===== src/rtl/pkg_ft601_ctrl_defines.sv =====
// Shared FT601 controller definitions: bus widths, word/byte-enable types and lane-mask helper.
package pkg_ft601_ctrl_defines;

  localparam int unsigned WIDTH_DATA  = 32;
  localparam int unsigned CNT_CHANNLS = 4;

  typedef logic [WIDTH_DATA-1:0]  ft_word_t;
  typedef logic [CNT_CHANNLS-1:0] ft_be_t;

  // Expand byte enables to a full-word bit mask (bit i of be covers byte i).
  function automatic ft_word_t be2mask(input ft_be_t be);
    ft_word_t m;
    m = '0;
    for (int unsigned i = 0; i < CNT_CHANNLS; i++) begin
      m[i*8 +: 8] = {8{be[i]}};
    end
    return m;
  endfunction

endpackage


===== src/rtl/ft601_mem_ring_ctrl_if.sv =====
// Upstream (s_*) and downstream (m_*) valid/ready streams of the ring controller.
interface ft601_mem_ring_ctrl_if;
  import pkg_ft601_ctrl_defines::*;

  logic     s_valid;
  logic     s_ready;
  ft_word_t s_data;
  ft_be_t   s_be;
  logic     m_valid;
  logic     m_ready;
  ft_word_t m_data;

  modport slave  (input  s_valid, s_data, s_be, m_ready,
                  output s_ready, m_valid, m_data);
  modport master (output s_valid, s_data, s_be, m_ready,
                  input  s_ready, m_valid, m_data);
endinterface


===== src/rtl/ft601_skid2.sv =====
// Two-entry valid/ready output buffer; push and pop may coincide.
module ft601_skid2
  import pkg_ft601_ctrl_defines::*;
(
  input  logic       clk,
  input  logic       rstn,
  input  logic       clr,
  input  logic       push,
  input  ft_word_t   push_data,
  input  logic       pop,
  output logic [1:0] cnt,
  output ft_word_t   head
);

  ft_word_t tail;

  always_ff @(posedge clk or negedge rstn) begin
    if (!rstn) begin
      cnt  <= 2'd0;
      head <= '0;
      tail <= '0;
    end else if (clr) begin
      cnt <= 2'd0;
    end else begin
      case ({push, pop})
        2'b10: begin
          if (cnt == 2'd0) head <= push_data;
          else             tail <= push_data;
          cnt <= cnt + 2'd1;
        end
        2'b01: begin
          head <= tail;
          cnt  <= cnt - 2'd1;
        end
        2'b11: begin
          // Occupancy unchanged; head advances and the new word lands behind it.
          if (cnt == 2'd1) begin
            head <= push_data;
          end else begin
            head <= tail;
            tail <= push_data;
          end
        end
        default: ;
      endcase
    end
  end

endmodule


===== src/rtl/ft601_mem_ring_ctrl.sv =====
// Ring-buffer FIFO over a single-port RAM: write/read arbitration, pointers, level and output skid.
module ft601_mem_ring_ctrl
  import pkg_ft601_ctrl_defines::*;
#(
  parameter int unsigned T_MSZ = 12
) (
  input  logic                 clk,
  input  logic                 rstn,
  input  logic                 flush,
  ft601_mem_ring_ctrl_if.slave bus,
  output logic                 mem_ce,
  output ft_be_t               mem_wen,
  output ft_word_t             mem_din,
  output logic [T_MSZ-1:0]     mem_addr,
  input  ft_word_t             mem_qout,
  output logic [T_MSZ:0]       level,
  output logic                 full,
  output logic                 empty
);

  localparam int unsigned DEPTH = 1 << T_MSZ;

  logic             rdy_en;
  logic             rd_turn;
  logic             rd_inflight;
  logic [T_MSZ-1:0] wr_ptr;
  logic [T_MSZ-1:0] rd_ptr;
  logic [1:0]       skid_cnt;
  logic             s_ready_pre;
  logic             rd_want;
  logic             wr_req;
  logic             wr_gnt;
  logic             wr_mem;
  logic             rd_gnt;
  logic             skid_pop;

  assign full  = (level == (T_MSZ+1)'(DEPTH));
  assign empty = (level == '0);

  // Read only when the skid can absorb every word already on its way.
  assign rd_want     = ~empty & ~flush & (({1'b0, skid_cnt} + 3'(rd_inflight)) < 3'd2);
  assign s_ready_pre = rdy_en & ~full & ~flush;
  assign bus.s_ready = s_ready_pre & ~(rd_want & rd_turn);

  assign wr_req = bus.s_valid & s_ready_pre;
  assign wr_gnt = bus.s_valid & bus.s_ready;
  assign wr_mem = wr_gnt & (|bus.s_be);
  assign rd_gnt = rd_want & ~wr_gnt;

  // RAM port: a write stores the lane-cleaned word across all lanes.
  always_comb begin
    mem_ce   = 1'b0;
    mem_wen  = '0;
    mem_addr = rd_ptr;
    mem_din  = bus.s_data & be2mask(bus.s_be);
    if (wr_mem) begin
      mem_ce   = 1'b1;
      mem_wen  = '1;
      mem_addr = wr_ptr;
    end else if (rd_gnt) begin
      mem_ce = 1'b1;
    end
  end

  always_ff @(posedge clk or negedge rstn) begin
    if (!rstn) begin
      rdy_en      <= 1'b0;
      rd_turn     <= 1'b0;
      rd_inflight <= 1'b0;
      wr_ptr      <= '0;
      rd_ptr      <= '0;
      level       <= '0;
    end else begin
      rdy_en <= 1'b1;
      if (flush) begin
        rd_turn     <= 1'b0;
        rd_inflight <= 1'b0;
        wr_ptr      <= '0;
        rd_ptr      <= '0;
        level       <= '0;
      end else begin
        rd_inflight <= rd_gnt;
        if (wr_mem) wr_ptr <= wr_ptr + T_MSZ'(1);
        if (rd_gnt) rd_ptr <= rd_ptr + T_MSZ'(1);
        if (wr_mem)      level <= level + (T_MSZ+1)'(1);
        else if (rd_gnt) level <= level - (T_MSZ+1)'(1);
        if (wr_req & rd_want) rd_turn <= ~rd_turn;
      end
    end
  end

  assign skid_pop    = bus.m_valid & bus.m_ready;
  assign bus.m_valid = (skid_cnt != 2'd0);

  ft601_skid2 u_skid (
    .clk       (clk),
    .rstn      (rstn),
    .clr       (flush),
    .push      (rd_inflight & ~flush),
    .push_data (mem_qout),
    .pop       (skid_pop),
    .cnt       (skid_cnt),
    .head      (bus.m_data)
  );

endmodule

===== src/flat_wrapper.sv =====
// flat-port wrapper written by rule: the top's interface ports become plain ports
module ft601_mem_ring_ctrl_flat import pkg_ft601_ctrl_defines::*;
#(
  parameter int unsigned T_MSZ = 12
)
  (clk, rstn, flush, mem_ce, mem_wen, mem_din, mem_addr, mem_qout, level, full, empty, bus_s_valid, bus_s_data, bus_s_be, bus_m_ready, bus_s_ready, bus_m_valid, bus_m_data);
  ft601_mem_ring_ctrl_if bus_i ();
  input  logic clk;
  input  logic rstn;
  input  logic flush;
  output logic mem_ce;
  output ft_be_t mem_wen;
  output ft_word_t mem_din;
  output logic [T_MSZ-1:0] mem_addr;
  input  ft_word_t mem_qout;
  output logic [T_MSZ:0] level;
  output logic full;
  output logic empty;
  input wire logic [$bits(bus_i.s_valid)-1:0] bus_s_valid;
  input wire logic [$bits(bus_i.s_data)-1:0] bus_s_data;
  input wire logic [$bits(bus_i.s_be)-1:0] bus_s_be;
  input wire logic [$bits(bus_i.m_ready)-1:0] bus_m_ready;
  output wire logic [$bits(bus_i.s_ready)-1:0] bus_s_ready;
  output wire logic [$bits(bus_i.m_valid)-1:0] bus_m_valid;
  output wire logic [$bits(bus_i.m_data)-1:0] bus_m_data;
  assign bus_i.s_valid = bus_s_valid;
  assign bus_i.s_data = bus_s_data;
  assign bus_i.s_be = bus_s_be;
  assign bus_i.m_ready = bus_m_ready;
  assign bus_s_ready = bus_i.s_ready;
  assign bus_m_valid = bus_i.m_valid;
  assign bus_m_data = bus_i.m_data;
  ft601_mem_ring_ctrl #(.T_MSZ(T_MSZ)) u_core (.clk(clk), .rstn(rstn), .flush(flush), .bus(bus_i), .mem_ce(mem_ce), .mem_wen(mem_wen), .mem_din(mem_din), .mem_addr(mem_addr), .mem_qout(mem_qout), .level(level), .full(full), .empty(empty));
endmodule

===== config.mk =====
export PLATFORM = sky130hd
export DESIGN_NAME = ft601_mem_ring_ctrl_flat
export DESIGN_NICKNAME = d
export VERILOG_FILES = /design/src/rtl/pkg_ft601_ctrl_defines.sv /design/src/rtl/ft601_mem_ring_ctrl_if.sv /design/src/rtl/ft601_skid2.sv /design/src/rtl/ft601_mem_ring_ctrl.sv /design/src/flat_wrapper.sv
export SDC_FILE = /design/constraint.sdc
export NUM_CORES = 1
export LEC_CHECK = 0
export CAP_MARGIN = 20
export CORE_ASPECT_RATIO = 1.25
export CORE_UTILIZATION = 51
export DETAILED_ROUTE_END_ITERATION = 8
export PLACE_DENSITY = 0.95
export REMOVE_ABC_BUFFERS = 1
export SYNTH_ARGS = -nofsm -noshare
export SYNTH_HDL_FRONTEND = slang
export SYNTH_SLANG_ARGS = --single-unit

===== constraint.sdc =====
create_clock -name clk -period 9.1 [get_ports clk]
set_input_delay 2.275 -clock clk [delete_from_list [all_inputs] [get_ports clk]]
set_output_delay 2.275 -clock clk [all_outputs]
set_load 0.005 [all_outputs]

==> load_flow_metrics.sql <==
INSERT INTO impl_metrics (metric_group, metric, value, unit) VALUES
('status', 'result_of_the_run', 'finished clean', ''),
('setup_path', 'critical_path_peak_fanout', '29', ''),
('detailed_routing', 'met2RoutedLength', '7.535', 'mm'),
('sta', 'finClkSkew', '0.01046', 'ns'),
('clock_tree', 'sink_count_of_the_clock_tree', '106', ''),
('synth', 'netlist-cell-type-count', '51', ''),
('sta', 'slew_violations', '0', ''),
('detailed_routing', 'ant_nets', '0', ''),
('finish', 'commonest_cells_after_routing_fill_and_taps_aside', '169 x sky130_fd_sc_hd__clkdlybuf4s50_1, 106 x sky130_fd_sc_hd__dfrtp_1, 63 x sky130_fd_sc_hd__nand2_1, 60 x sky130_fd_sc_hd__nor2_1, 55 x sky130_fd_sc_hd__a21oi_1', ''),
('placement', 'dp_hpwl', '10.47', 'mm'),
('power', 'share_clk_of_total_power', '17.4', '%'),
('global_routing', 'grt_start_max_net_pins', '65', ''),
('detailed_routing', 'vias_per_cell', '5.561', ''),
('global_routing', 'number_of_global_route_vias_before_repair', '4963', ''),
('finish', 'fin_nets', '819', ''),
('synth', 'synthesis.area', '5719', 'µm²'),
('clock_tree', 'clk_latency', '0.34', 'ns'),
('clock_tree', 'cts_setup_buffers', '0', ''),
('clock_tree', 'ctsRootBufferMaster', 'sky130_fd_sc_hd__clkbuf_16', ''),
('setup_path', 'timing.critical_path.mode_cell', 'sky130_fd_sc_hd__nand2_1', ''),
('sta', 'timing.fmax', '126.6', 'MHz'),
('setup_path', 'path_buf_inv', '3', ''),
('finish', 'instances_no_fill', '866', ''),
('finish', 'drive_gt1_share', '10.08', '%'),
('power', 'switching_share', '36.18', '%'),
('sta', 'rsz0062_at_grt', 'false', ''),
('detailed_routing', 'dr.pass1.iters', '4', ''),
('floorplan', 'die_x', '96.72', 'µm'),
('synth', 'synth_fa_ha_area_share', '3.850', '%'),
('synth', 'yosys_register_bits', '106', ''),
('synth', 'synth_top_family_by_area', 'simple AND/OR/NAND/NOR gates', ''),
('setup_path', 'crit_slowest_cell', 'sky130_fd_sc_hd__clkdlybuf4s50_1', ''),
('job', 'max_cap_viol_count', '0', ''),
('floorplan', 'floorplan.io_pins', '171', ''),
('sta', 'final.min_clock_period', '7.899', 'ns'),
('clock_tree', 'cts.reportedPaths.clkPinSlew', '0.07', 'ns'),
('floorplan', 'placementRows', '42', ''),
('synth', 'synthXorXnorAreaFrac', '3.828', '%'),
('synth', 'syn-mean-instance-area', '10.03', 'µm²'),
('detailed_routing', 'routed_wl', '14.50', 'mm'),
('setup_path', 'required', '6.83', 'ns'),
('sta', 'timing_worst_slew_pin_value', '0.8044', 'ns'),
('setup_path', 'startpoint_type', 'input port', ''),
('detailed_routing', 'drc', '0', ''),
('sta', 'final.period_utilization', '86.80', '%'),
('synth', 'post_synth_inst_count', '570', ''),
('synth', 'synthArstFlopShare', '100.0', '%'),
('detailed_routing', 'routed-wl-met3', '882', 'µm'),
('detailed_routing', 'mean_routed_wirelength_per_cell', '16.74', 'µm'),
('finish', 'num_antenna_cells', '0', ''),
('placement', 'port-buffer-count', '170', ''),
('clock_tree', 'clk_buf_depth', '2', ''),
('global_routing', 'first_pass_grt_wire_length', '23.79', 'mm'),
('global_routing', 'overflow', '0', ''),
('min_path', 'min_path_type', 'reg -> reg', ''),
('placement', 'gp_congestion', '0.8220', ''),
('finish', 'area.growth.synth_to_final', '36.36', '%'),
('setup_path', 'crit_chain', 'clkdlybuf4s50_1 -> a211oi_1 -> nand2_1 -> o211ai_4 -> inv_2 -> nand2_1 -> nand2_1 -> clkdlybuf4s50_1', ''),
('clock_tree', 'cts_tree', 'built', ''),
('floorplan', 'initial_utilization', '53.09', '%'),
('global_routing', 'grt_antenna_before_repair', '0', ''),
('sta', 'report.final.hold_viol_count', '0', ''),
('power', 'pwr-share-seq', '36.5', '%'),
('synth', 'synth_mux_area_share', '12.60', '%'),
('finish', 'final_common_cell', 'sky130_fd_sc_hd__clkdlybuf4s50_1', ''),
('placement', 'pre_cts_ws', '1.249', 'ns'),
('detailed_routing', 'initialDrtViolationCount', '182', ''),
('synth', 'synth_simple_gate_area_share', '18.86', '%'),
('detailed_routing', 'vias_post_dr', '4816', ''),
('placement', 'post-place-cells', '849', ''),
('power', 'internal_power', '1.387', 'mW');
## state kept, by name (all words and copies together) (netlist names)
register,count
u_core.u_skid.head,32
u_core.u_skid.tail,32
u_core.level,13
u_core.rd_ptr,12
u_core.wr_ptr,12
u_core.u_skid.cnt,2
u_core.rd_inflight,1
u_core.rd_turn,1
u_core.rdy_en,1
## synth_stat cells, drive strengths merged (2+ instances only)
cell type  number  area [µm²]
xor2            4       35.03
nor3            6       30.03
a21oi          57       296.5
and2           33       206.5
clkbuf         14       52.55
inv            15       58.81
or3             5       31.28
o21a            2       15.01
xnor2          21       183.9
o211a           2       20.02
nand4           3       18.77
nor2b           2       12.51
nand3          15       75.07
and3            4       25.02
nor2           60       225.2
clkinv          2       8.750
a31o            3       26.28
o211ai          2       28.78
nand2          63       236.5
dfrtp         106        2653
nor4           11       150.1
ha             16       200.2
a211oi          3       22.52
o21ai          20       100.1
nor4b           2       17.52
mux2           32       360.4
a21o            4       30.03
buf            14       98.84
mux2i          36       360.4
## worst register-to-register path, cell delays in order (launching register included)
cell	delay, ns
sky130_fd_sc_hd__dfrtp_1	0.49
sky130_fd_sc_hd__a211oi_1	0.58
sky130_fd_sc_hd__nand2_1	0.22
sky130_fd_sc_hd__o211ai_4	0.64
sky130_fd_sc_hd__inv_2	0.31
sky130_fd_sc_hd__fa_1	0.49
sky130_fd_sc_hd__nor2b_1	0.17
sky130_fd_sc_hd__o31a_1	0.23
sky130_fd_sc_hd__o21ai_0	0.14
sky130_fd_sc_hd__o21ai_0	0.41
sky130_fd_sc_hd__mux2i_1	0.15
sky130_fd_sc_hd__o22a_1	0.24
## final cells by class
type                       count  area, µm²  share of cell area [%]
clock buffer                   9      225.2                   2.888
tap                          132      165.2                   2.118
multi-input combinational    419       2859                   36.66
clock inverter                 7      72.57                  0.9305
timing repair buffer         176       1757                   22.53
sequential                   106       2653                   34.01
inverter                      17      67.56                  0.8664
## stage by stage
stage,util [%],cell area (µm²),hold WS [ns],power [mW]
after floorplan,-,5568,0.4789,1.350
after global placement,69.44,7481,0.4857,1.721
after detailed placement,69.44,7481,0.4939,1.783
after CTS,72.21,7779,0.5115,2.178
after global routing,72.39,7799,0.5270,2.320
final,72.39,7799,0.5118,2.174
## path summary, 6_finish.rpt
kind                                                   start                                 end  slack [ns]  cells past startpoint
min in group asynchronous                               rstn  u_core.u_skid.head[27]$_DFFE_PN0P_        1.92                      1
hold reg to reg            u_core.u_skid.tail[9]$_DFFE_PN0P_   u_core.u_skid.tail[9]$_DFFE_PN0P_        0.51                      1
hold / removal             u_core.u_skid.tail[9]$_DFFE_PN0P_   u_core.u_skid.tail[9]$_DFFE_PN0P_        0.51                      1
setup reg to reg                u_core.rd_inflight$_DFF_PN0_        u_core.level[12]$_DFFE_PN0P_        4.93                     11
max in group asynchronous                               rstn        u_core.rd_ptr[7]$_DFFE_PN0P_        6.00                      2
setup / recovery                                       flush                         mem_addr[7]        1.20                      8
## power by group through the flow
| stage | logic [mW] | registers [mW] | clock network, mW |
|---|---|---|---|
| 2_1_floorplan | 0.576 | 0.774 | 0 |
| 3_3_place_gp | 0.937 | 0.785 | 0 |
| 3_5_place_dp | 0.987 | 0.796 | 0 |
| 4_1_cts | 0.998 | 0.792 | 0.388 |
| 5_1_grt | 1.10 | 0.812 | 0.406 |
| 6_report | 1.00 | 0.794 | 0.379 |
## per-layer routing
metal | global-route usage [%] | vias to the layer above
li1 | - | 2278
met1 | 30.04 | 2339
met2 | 43.44 | 170
met3 | 6.474 | 29
met4 | 9.049 | 0
met5 | 0 | -
## logic make-up after synthesis
kind of cell               Yosys count
and+or+nand+nor                    209
DFF                                106
muxes                               68
xor gates and xnor gates            25
AOI/OAI and AO/OA                   99
adders and majority gates           17
buffers and inverters               45
other                                1
Note: power is estimated with default switching activity, not from simulation.
